**src/rtl/base_pack_pkg.sv**
```systemverilog
// Shared types and helpers for the sparse-to-dense lane packer.
// Holds the FSM state encoding, the default lane-count type and slot indexing.
package base_pack_pkg;

    typedef enum logic [0:0] {
        StRun,
        StDrain
    } state_e;

    localparam int unsigned DefWays     = 4;
    localparam int unsigned DefWidth    = 8;
    localparam int unsigned DefCntWidth = $clog2(DefWays + 1);

    typedef logic [DefCntWidth-1:0] lane_cnt_t;

    // Candidate slot of the k-th compressed incoming lane: it lands after the rc residual entries.
    function automatic int unsigned resid_slot(input int unsigned rc, input int unsigned k);
        return rc + k;
    endfunction

endpackage

```
**src/rtl/base_compress_align.sv**
```systemverilog
// Combinational compress-and-append: squeezes the valid lanes of a beat together and places
// them behind the residual entries, yielding 2*ways-1 candidate slots and the total count.
module base_compress_align
    import base_pack_pkg::*;
#(
    parameter int unsigned ways      = DefWays,
    parameter int unsigned width     = DefWidth,
    parameter int unsigned cnt_width = $clog2(ways + 1),
    parameter int unsigned tot_width = $clog2(2 * ways)
) (
    input  logic [ways-1:0]                en_i,
    input  logic [ways*width-1:0]          d_i,
    input  logic [(ways-1)*width-1:0]      resid_i,
    input  logic [cnt_width-1:0]           rc_i,
    output logic [(2*ways-1)*width-1:0]    slots_o,
    output logic [tot_width-1:0]           total_o
);

    logic [ways-1:0][tot_width-1:0]   pre;
    logic [tot_width-1:0]             acc;
    logic [2*ways-2:0][width-1:0]     slots;

    // Count-encode: pre[l] is the number of enabled lanes below lane l.
    always_comb begin
        acc = '0;
        pre = '0;
        for (int l = 0; l < ways; l++) begin
            pre[l] = acc;
            acc    = acc + tot_width'(en_i[l]);
        end
    end

    always_comb begin
        slots = '0;
        for (int k = 0; k < ways - 1; k++) begin
            if (k < int'(rc_i)) begin
                slots[k] = resid_i[k*width +: width];
            end
        end
        // Residual slots (< rc) and incoming slots (>= rc) never overlap.
        for (int l = 0; l < ways; l++) begin
            for (int s = 0; s < 2 * ways - 1; s++) begin
                if (en_i[l] && int'(resid_slot(int'(rc_i), int'(pre[l]))) == s) begin
                    slots[s] = d_i[l*width +: width];
                end
            end
        end
    end

    assign slots_o = slots;
    assign total_o = tot_width'(rc_i) + acc;

endmodule

```
**src/rtl/base_compress_pack.sv**
```systemverilog
// Streaming packer: accepts sparse lane beats, keeps up to ways-1 leftover entries and emits
// dense beats of exactly ways entries in arrival order; a flush pushes out the final partial beat.
module base_compress_pack
    import base_pack_pkg::*;
#(
    parameter int unsigned ways      = DefWays,
    parameter int unsigned width     = DefWidth,
    parameter int unsigned cnt_width = $clog2(ways + 1)
) (
    input  logic                   clk,
    input  logic                   reset_n,
    input  logic                   i_v,
    output logic                   i_r,
    input  logic [ways-1:0]        i_en,
    input  logic [ways*width-1:0]  i_d,
    input  logic                   i_flush,
    output logic                   o_v,
    input  logic                   o_r,
    output logic [ways*width-1:0]  o_d,
    output logic [cnt_width-1:0]   o_cnt,
    output logic                   o_last
);

    localparam int unsigned TotWidth = $clog2(2 * ways);
    localparam logic [TotWidth-1:0] WaysT = TotWidth'(ways);

    state_e                      state_q, state_d;
    logic [cnt_width-1:0]        rc_q, rc_d;
    logic [(ways-1)*width-1:0]   resid_q, resid_d;
    logic                        o_v_q, o_v_d;
    logic [ways*width-1:0]       o_d_q, o_d_d;
    logic [cnt_width-1:0]        o_cnt_q, o_cnt_d;
    logic                        o_last_q, o_last_d;

    logic [(2*ways-1)*width-1:0] slots;
    logic [TotWidth-1:0]         total;
    logic                        out_free;
    logic                        accept;

    base_compress_align #(
        .ways      (ways),
        .width     (width),
        .cnt_width (cnt_width),
        .tot_width (TotWidth)
    ) u_align (
        .en_i    (i_en),
        .d_i     (i_d),
        .resid_i (resid_q),
        .rc_i    (rc_q),
        .slots_o (slots),
        .total_o (total)
    );

    assign out_free = ~o_v_q | o_r;
    assign i_r      = (state_q == StRun) & out_free;
    assign accept   = i_v & i_r;

    always_comb begin
        state_d  = state_q;
        rc_d     = rc_q;
        resid_d  = resid_q;
        o_v_d    = o_v_q;
        o_d_d    = o_d_q;
        o_cnt_d  = o_cnt_q;
        o_last_d = o_last_q;

        // A drained register is cleared so no stale lanes survive into a later load.
        if (out_free) begin
            o_v_d    = 1'b0;
            o_d_d    = '0;
            o_cnt_d  = '0;
            o_last_d = 1'b0;
        end

        unique case (state_q)
            StRun: begin
                if (accept) begin
                    if (i_flush && (total <= WaysT)) begin
                        o_v_d    = 1'b1;
                        o_d_d    = slots[ways*width-1:0];
                        o_cnt_d  = cnt_width'(total);
                        o_last_d = 1'b1;
                        rc_d     = '0;
                        resid_d  = '0;
                    end else if (total >= WaysT) begin
                        o_v_d    = 1'b1;
                        o_d_d    = slots[ways*width-1:0];
                        o_cnt_d  = cnt_width'(ways);
                        o_last_d = 1'b0;
                        rc_d     = cnt_width'(total - WaysT);
                        resid_d  = slots[(2*ways-1)*width-1:ways*width];
                        if (i_flush) begin
                            state_d = StDrain;
                        end
                    end else begin
                        rc_d    = cnt_width'(total);
                        resid_d = slots[(ways-1)*width-1:0];
                    end
                end
            end
            StDrain: begin
                if (out_free) begin
                    o_v_d    = 1'b1;
                    o_d_d    = {{width{1'b0}}, resid_q};
                    o_cnt_d  = rc_q;
                    o_last_d = 1'b1;
                    rc_d     = '0;
                    resid_d  = '0;
                    state_d  = StRun;
                end
            end
            default: state_d = StRun;
        endcase
    end

    always_ff @(posedge clk or negedge reset_n) begin
        if (!reset_n) begin
            state_q  <= StRun;
            rc_q     <= '0;
            resid_q  <= '0;
            o_v_q    <= 1'b0;
            o_d_q    <= '0;
            o_cnt_q  <= '0;
            o_last_q <= 1'b0;
        end else begin
            state_q  <= state_d;
            rc_q     <= rc_d;
            resid_q  <= resid_d;
            o_v_q    <= o_v_d;
            o_d_q    <= o_d_d;
            o_cnt_q  <= o_cnt_d;
            o_last_q <= o_last_d;
        end
    end

    assign o_v    = o_v_q;
    assign o_d    = o_d_q;
    assign o_cnt  = o_cnt_q;
    assign o_last = o_last_q;

endmodule
```
**config.mk**
```make
export PLATFORM = sky130hd
export DESIGN_NAME = base_compress_pack
export DESIGN_NICKNAME = d
export VERILOG_FILES = /design/src/rtl/base_pack_pkg.sv /design/src/rtl/base_compress_align.sv /design/src/rtl/base_compress_pack.sv
export SDC_FILE = /design/constraint.sdc
export NUM_CORES = 1
export LEC_CHECK = 0
export ABC_AREA = 1
export CAP_MARGIN = 0
export CORE_MARGIN = 4
export CORE_UTILIZATION = 50
export CTS_CLUSTER_DIAMETER = 30
export DETAILED_ROUTE_END_ITERATION = 12
export HOLD_SLACK_MARGIN = 0.03
export PLACE_DENSITY = 0.7
export SYNTH_ARGS = -nofsm -noshare
export SYNTH_HDL_FRONTEND = slang
export SYNTH_SLANG_ARGS = --single-unit
```
**constraint.sdc**
```tcl
create_clock -name clk -period 4.95 [get_ports clk]
set_input_delay 1.485 -clock clk [delete_from_list [all_inputs] [get_ports clk]]
set_output_delay 1.485 -clock clk [all_outputs]
set_load 0.01 [all_outputs]
```
[Yosys cells after proc, flatten, opt, wreduce, memory -nomap -nowiden]
Index checks and enable logic that the tools add are counted.
Widths: inputs -> output; s select.
Word-level totals
  register bits: 65
  input bits: 41
  output and inout port bits: 38
  word-level logic and storage cells: 156
Cells by class
  $add $sub $neg: 8
  magnitude comparators: 5
  eq/ne operators: 26
  muxes and demuxes: 71
  bitwise operators: 5
  reductions and logical operators: 34
Operators with widths (count)
  $eq 32x4->1 const B: 9
  $mux 8: 31
  $eq 32x3->1 const B: 6
  $mux 32: 5
  $logic_not 32->1: 4
  $eq 32x2->1 const B: 3
  $mux 24: 4
  $pmux 32 s2: 1
  $pmux 24 s2: 1
  $logic_and 1x1->1: 29
  $mux 3: 9
  $mux 1: 15
  $eq 3x3->1 const B: 4
  $pmux 3 s2: 2
  $add 3x3->4: 2
  $add 3x1->3: 2
  $eq 3x2->1 const B: 2
  $lt 1x3->1 const A: 2
  $pmux 1 s2: 3
  $add 3x1->4: 1
  $add 3x3->3: 1
  $ge 3x3->1 const B: 1
  $le 3x3->1 const B: 1
  $lt 2x3->1 const A: 1
  other kinds (8): 10

[Depth between registers and ports, before layout]
  depth after elaboration: 10
  gate-level depth with buffers: 17
  mapped depth without buffers: 16

[Hierarchy]
Synthesis repeated with hierarchy kept, for this count alone.
Unflattened totals
  cells, all modules: 1169
  area total of the unflattened synthesis: 6707.7 um2
By module, submodules not included
  base_compress_align: instances 1, cells each 716, area an instance 3412.0 um2, seq. area each 0.0 um2
  base_compress_pack: instances 1, cells each 453, area an instance 3295.7 um2, seq. area each 1626.6 um2

[Least setup slack after synthesis]
Ideal clock, no wire load.
  path type: input port to flip-flop
  from: input port i_en[0]
  to: register resid_q[2]
  setup time: 117 ps
  arrival time: 3802 ps
  data required time: 4833 ps
  path slack: 1030 ps
  cell stages on the path: 14
  path buffers: 1
  cell sequence: fa_1 -> ha_1 -> fa_1 -> inv_1 -> nand2_1 -> nor2_2 -> inv_1 -> nor2_2 -> buf_2 -> nor2_1 -> nand2_1 -> nand3_1 -> nand3_1 -> nand2_1
On the way
  cells in the longest elaborated chain, start to end: 10
  elaborated cells between the ends (all ways): 36
  those cells by class: 7 x add/sub; 2 x order compare; 3 x eq/ne; 12 x mux; 12 x reduce/logical
RTL lines
  from (decl): line base_compress_pack.sv:14  | input logic [ways-1:0] i_en,
  parallel branches: the longest is 7 deep, another holds $add 3x1->3
  $mux 24 (*): line base_compress_pack.sv:78  | if (i_flush && (total <= WaysT)) begin
  $mux 24 (*): line base_compress_pack.sv:77  | if (accept) begin
  $pmux 24 s2 (*): line base_compress_pack.sv:75  | unique case (state_q)
  to (signal assigned): line base_compress_pack.sv:128  | resid_q <= resid_d;
  to (decl): line base_compress_pack.sv:29  | logic [(ways-1)*width-1:0] resid_q, resid_d;
Mark *: on every way between the ends. The select of a mux whose other input is x is not followed.
A chain may end at the register's enable or synchronous reset.

[Final worst setup path]
  from: input port i_en[1]
  to: register o_d_q[27] (netlist: o_d[27])
On the way
  cells in the longest elaborated chain, start to end: 10
  elaborated cells between the ends (all ways): 21
  those cells by class: 6 x add/sub; 2 x order compare; 2 x eq/ne; 7 x mux; 4 x reduce/logical
RTL lines
  parallel branches: the longest is 7 deep, another holds $add 3x1->3
  $mux 32 (*): line base_compress_pack.sv:78
  $mux 32 (*): line base_compress_pack.sv:77
  $pmux 32 s2 (*): line base_compress_pack.sv:75
  via o_d_d[27]: line base_compress_pack.sv:31  | logic [ways*width-1:0] o_d_q, o_d_d;
  to (signal assigned): line base_compress_pack.sv:122  | o_d_q <= '0;
  to (signal assigned): line base_compress_pack.sv:130  | o_d_q <= o_d_d;
  to (decl): line base_compress_pack.sv:31
Mark *: on every way through the listed nets, which the timed path passes.

==> reports/metrics.cfg <==
[outcome]
status=finished, final reports clean

[global_route]
grt_overflow=0
antenna_found_initial=0
grt_max_degree=44
track_usage_pct=38.6
grt_pass1_wl_um=42600
grt_pass1_vias=7378

[route]
wl_um=28300
wire_per_inst_um=20.7
drtAntennaViolNets=0
vias_per_cell=5.84
first_pass_iters=6
first_iter_violations=1023
drt_drc_violations_left=0
num_vias=7958

[place]
dp_hpwl_um=20800
gp_congestion=1.09
portBuffers=78
dp_cells=1346

[sta]
fin_skew_ns=0.00714
slew_violations=0
finalCritPeriodShare_pct=89.4
tightestPinTransition_ns=0.811
hold_viol_final=0
finalSetupTns_ns=0
slew_headroom_pct=46.0
timing.fmax_mhz=226
setup_viol=0
finalCriticalPeriod_ns=4.43
rsz0062_at_grt=false

[synthesis]
synth_top_family_by_area=simple AND/OR/NAND/NOR gates
synth.top_cell.area_share_pct=26.0
synth-compound-area-share_pct=6.41
synth_top_cell_by_area=nand2_1
syn-cell-area_um2=6420
yosys_warnings=0
syn_avg_cell_area_um2=5.76
synth_xor_area_share_pct=0.253
synth_area_leaders=nand2_1 26%, dfrtp_1 25%, nand3_1 14%
synth.distinct_cells=33
synth-simple-area-share_pct=53.7
synthCells=1114
synthAdderAreaFrac_pct=3.70
synth_fp_nets=1171
muxShareOfSynthArea_pct=0
synth-seq-area-share_pct=25.3
synth-seq-cells=65

[layout]
stdcell_count=1362
areaGrowthSynthToFinish_pct=19.7
nets=1242
post-route-util_pct=60.9
drive_gt1_share_pct=6.64
n_antenna_cell=0

[floorplanning]
die_area_um2=14700
start_util_pct=50.9
num_rows=41
die_x_um=121
die_h_um=121
io-pin-count=79
coreArea_um2=12600

[clock_network]
worstSkewPairLatency_ns=0.35
cts_hold_buffers=0
cts_setup_buffers=0
cts_made_buffers=9
cts_tree=done
root_buffer=clkbuf_16
clockBufferDepth=2
cts.sinks=65
htreeDepth=3
path_clk_slew_ns=0.05
post_cts_resized=0

[power_and_ir_drop]
sw_frac_of_total_pct=50.7
power_frac_comb_pct=61.1
power.internal_w=0.00190
p_per_area_nw_per_um2=501
pwr-share-clk_pct=15.3
p_leak_nw=4.08
peakVddDrop_mv=0.218
pwr-share-seq_pct=23.6
p_switching_w=0.00195

[setup_path]
rrSetupSlack_ns=1.99
startpoint=i_en[1]
rr_worst_depth=14
cp-end-kind=register
critical_path_class=in2reg
critPathCapture=o_d[27]
crit_arrival_ns=4.67
required_ns=5.19
r2r_end=resid_q[11]
crit_fanout=16
rr_startpoint=rc_q[0]
cp-start-kind=input port

[hold_path]
min_path_type=reg2reg

[run]
cap_violations=0

[metal layers]
layer | part of all wire (%) | global-route usage (%) | vias to the layer above | routed length (µm)
li1 | - | - | 3722 | -
met1 | 38 | 48.3 | 3600 | 10800
met2 | 43 | 57.7 | 492 | 12100
met3 | 12 | 13.1 | 144 | 3410
met4 | 6.8 | 22.3 | 0 | 1930
met5 | 0 | 0 | - | 0
[power groups by stage]
stage                     combinational [W]  clock (W)  sequential (W)
after floorplan                     0.00144          0        0.000914
after global placement              0.00227          0        0.000904
after detailed placement            0.00229          0        0.000912
after CTS                           0.00230   0.000591        0.000905
after global routing                0.00260   0.000621        0.000930
final                               0.00235   0.000588        0.000909
[synthesized netlist by cell type, drive strengths merged]
library cell  instances
nand3               185
clkinv                5
o32ai                 1
and2                  3
nor2                103
ha                   11
fa                    5
a21oi                18
a221o                 1
clkbuf               13
xor2                  1
o211ai                2
a31oi                 1
dfrtp                65
nand4                49
a22oi                 3
buf                  35
inv                 112
nor3                  1
o21ai                48
nand2               452
[area by class of cell]
class / count / area (µm²)
Clock buffer: 10 / 229
Clock inverter: 6 / 35.0
Fill cell: 1325 / 4930
Inverter: 117 / 439
Multi-Input combinational cell: 884 / 4120
Sequential cell: 65 / 1630
Tap cell: 172 / 215
Timing Repair Buffer: 108 / 1030
[how the worst min path moves through the flow]
stage	cells after the start	slack, ns	start	endpoint
2_1_floorplan	2	0.47	resid_q[12]	resid_q[12]
3_3_place_gp	2	0.46	o_d[27]	o_d[27]
3_5_place_dp	2	0.47	o_d[27]	o_d[27]
4_1_cts	2	0.48	o_d[27]	o_d[27]
5_1_grt	2	0.49	o_d[25]	o_d[25]
6_report	2	0.48	o_d[24]	o_d[24]
[cells by family after synthesis]
| kind of cell | after synthesis |
|---|---|
| buffers and inverters | 165 |
| XOR/XNOR | 1 |
| AO/OA/AOI/OAI | 74 |
| adder cells (fa/ha/maj) | 16 |
| flip-flops | 65 |
| AND/OR/NAND/NOR | 793 |
[through the flow]
| stage | setup slack [ns] | cell area (µm²) | hold WS, ns | total power [W] |
|---|---|---|---|---|
| finish | 0.522 | 7690 | 0.480 | 0.00385 |
| global route | 0.297 | 7690 | 0.492 | 0.00415 |
| CTS | 0.568 | 7690 | 0.481 | 0.00380 |
| detailed placement | 0.242 | 7420 | 0.465 | 0.00320 |
| global placement | 0.295 | 7420 | 0.464 | 0.00317 |
| floorplan | 1.03 | 6420 | 0.471 | 0.00235 |
[cells in the final DEF, fill, tap and decap left out, types with 17 or more instances in the layout]
cell / netlist / routed
o21ai_0: 30 / 30
o21ai_1: 18 / 18
buf_4: 3 / 28
nand4_1: 49 / 49
dfrtp_1: 65 / 65
clkdlybuf4s50_1: 0 / 77
nor2_1: 93 / 92
inv_1: 106 / 106
nand2_1: 445 / 445
nand3_1: 179 / 179
a21oi_1: 17 / 17
[critical path, stage by stage]
cell	delay (ns)
clkdlybuf4s50_1	0.58
fa_1	0.50
ha_1	0.26
fa_1	0.43
inv_1	0.07
nand2_1	0.07
nand2_2	0.12
nand3_2	0.14
nor2_1	0.11
nand3_1	0.41
o21ai_1	0.30
clkinv_1	0.08
nand2_1	0.07
nand2_1	0.05
Note: power is estimated with default switching activity, not from simulation.
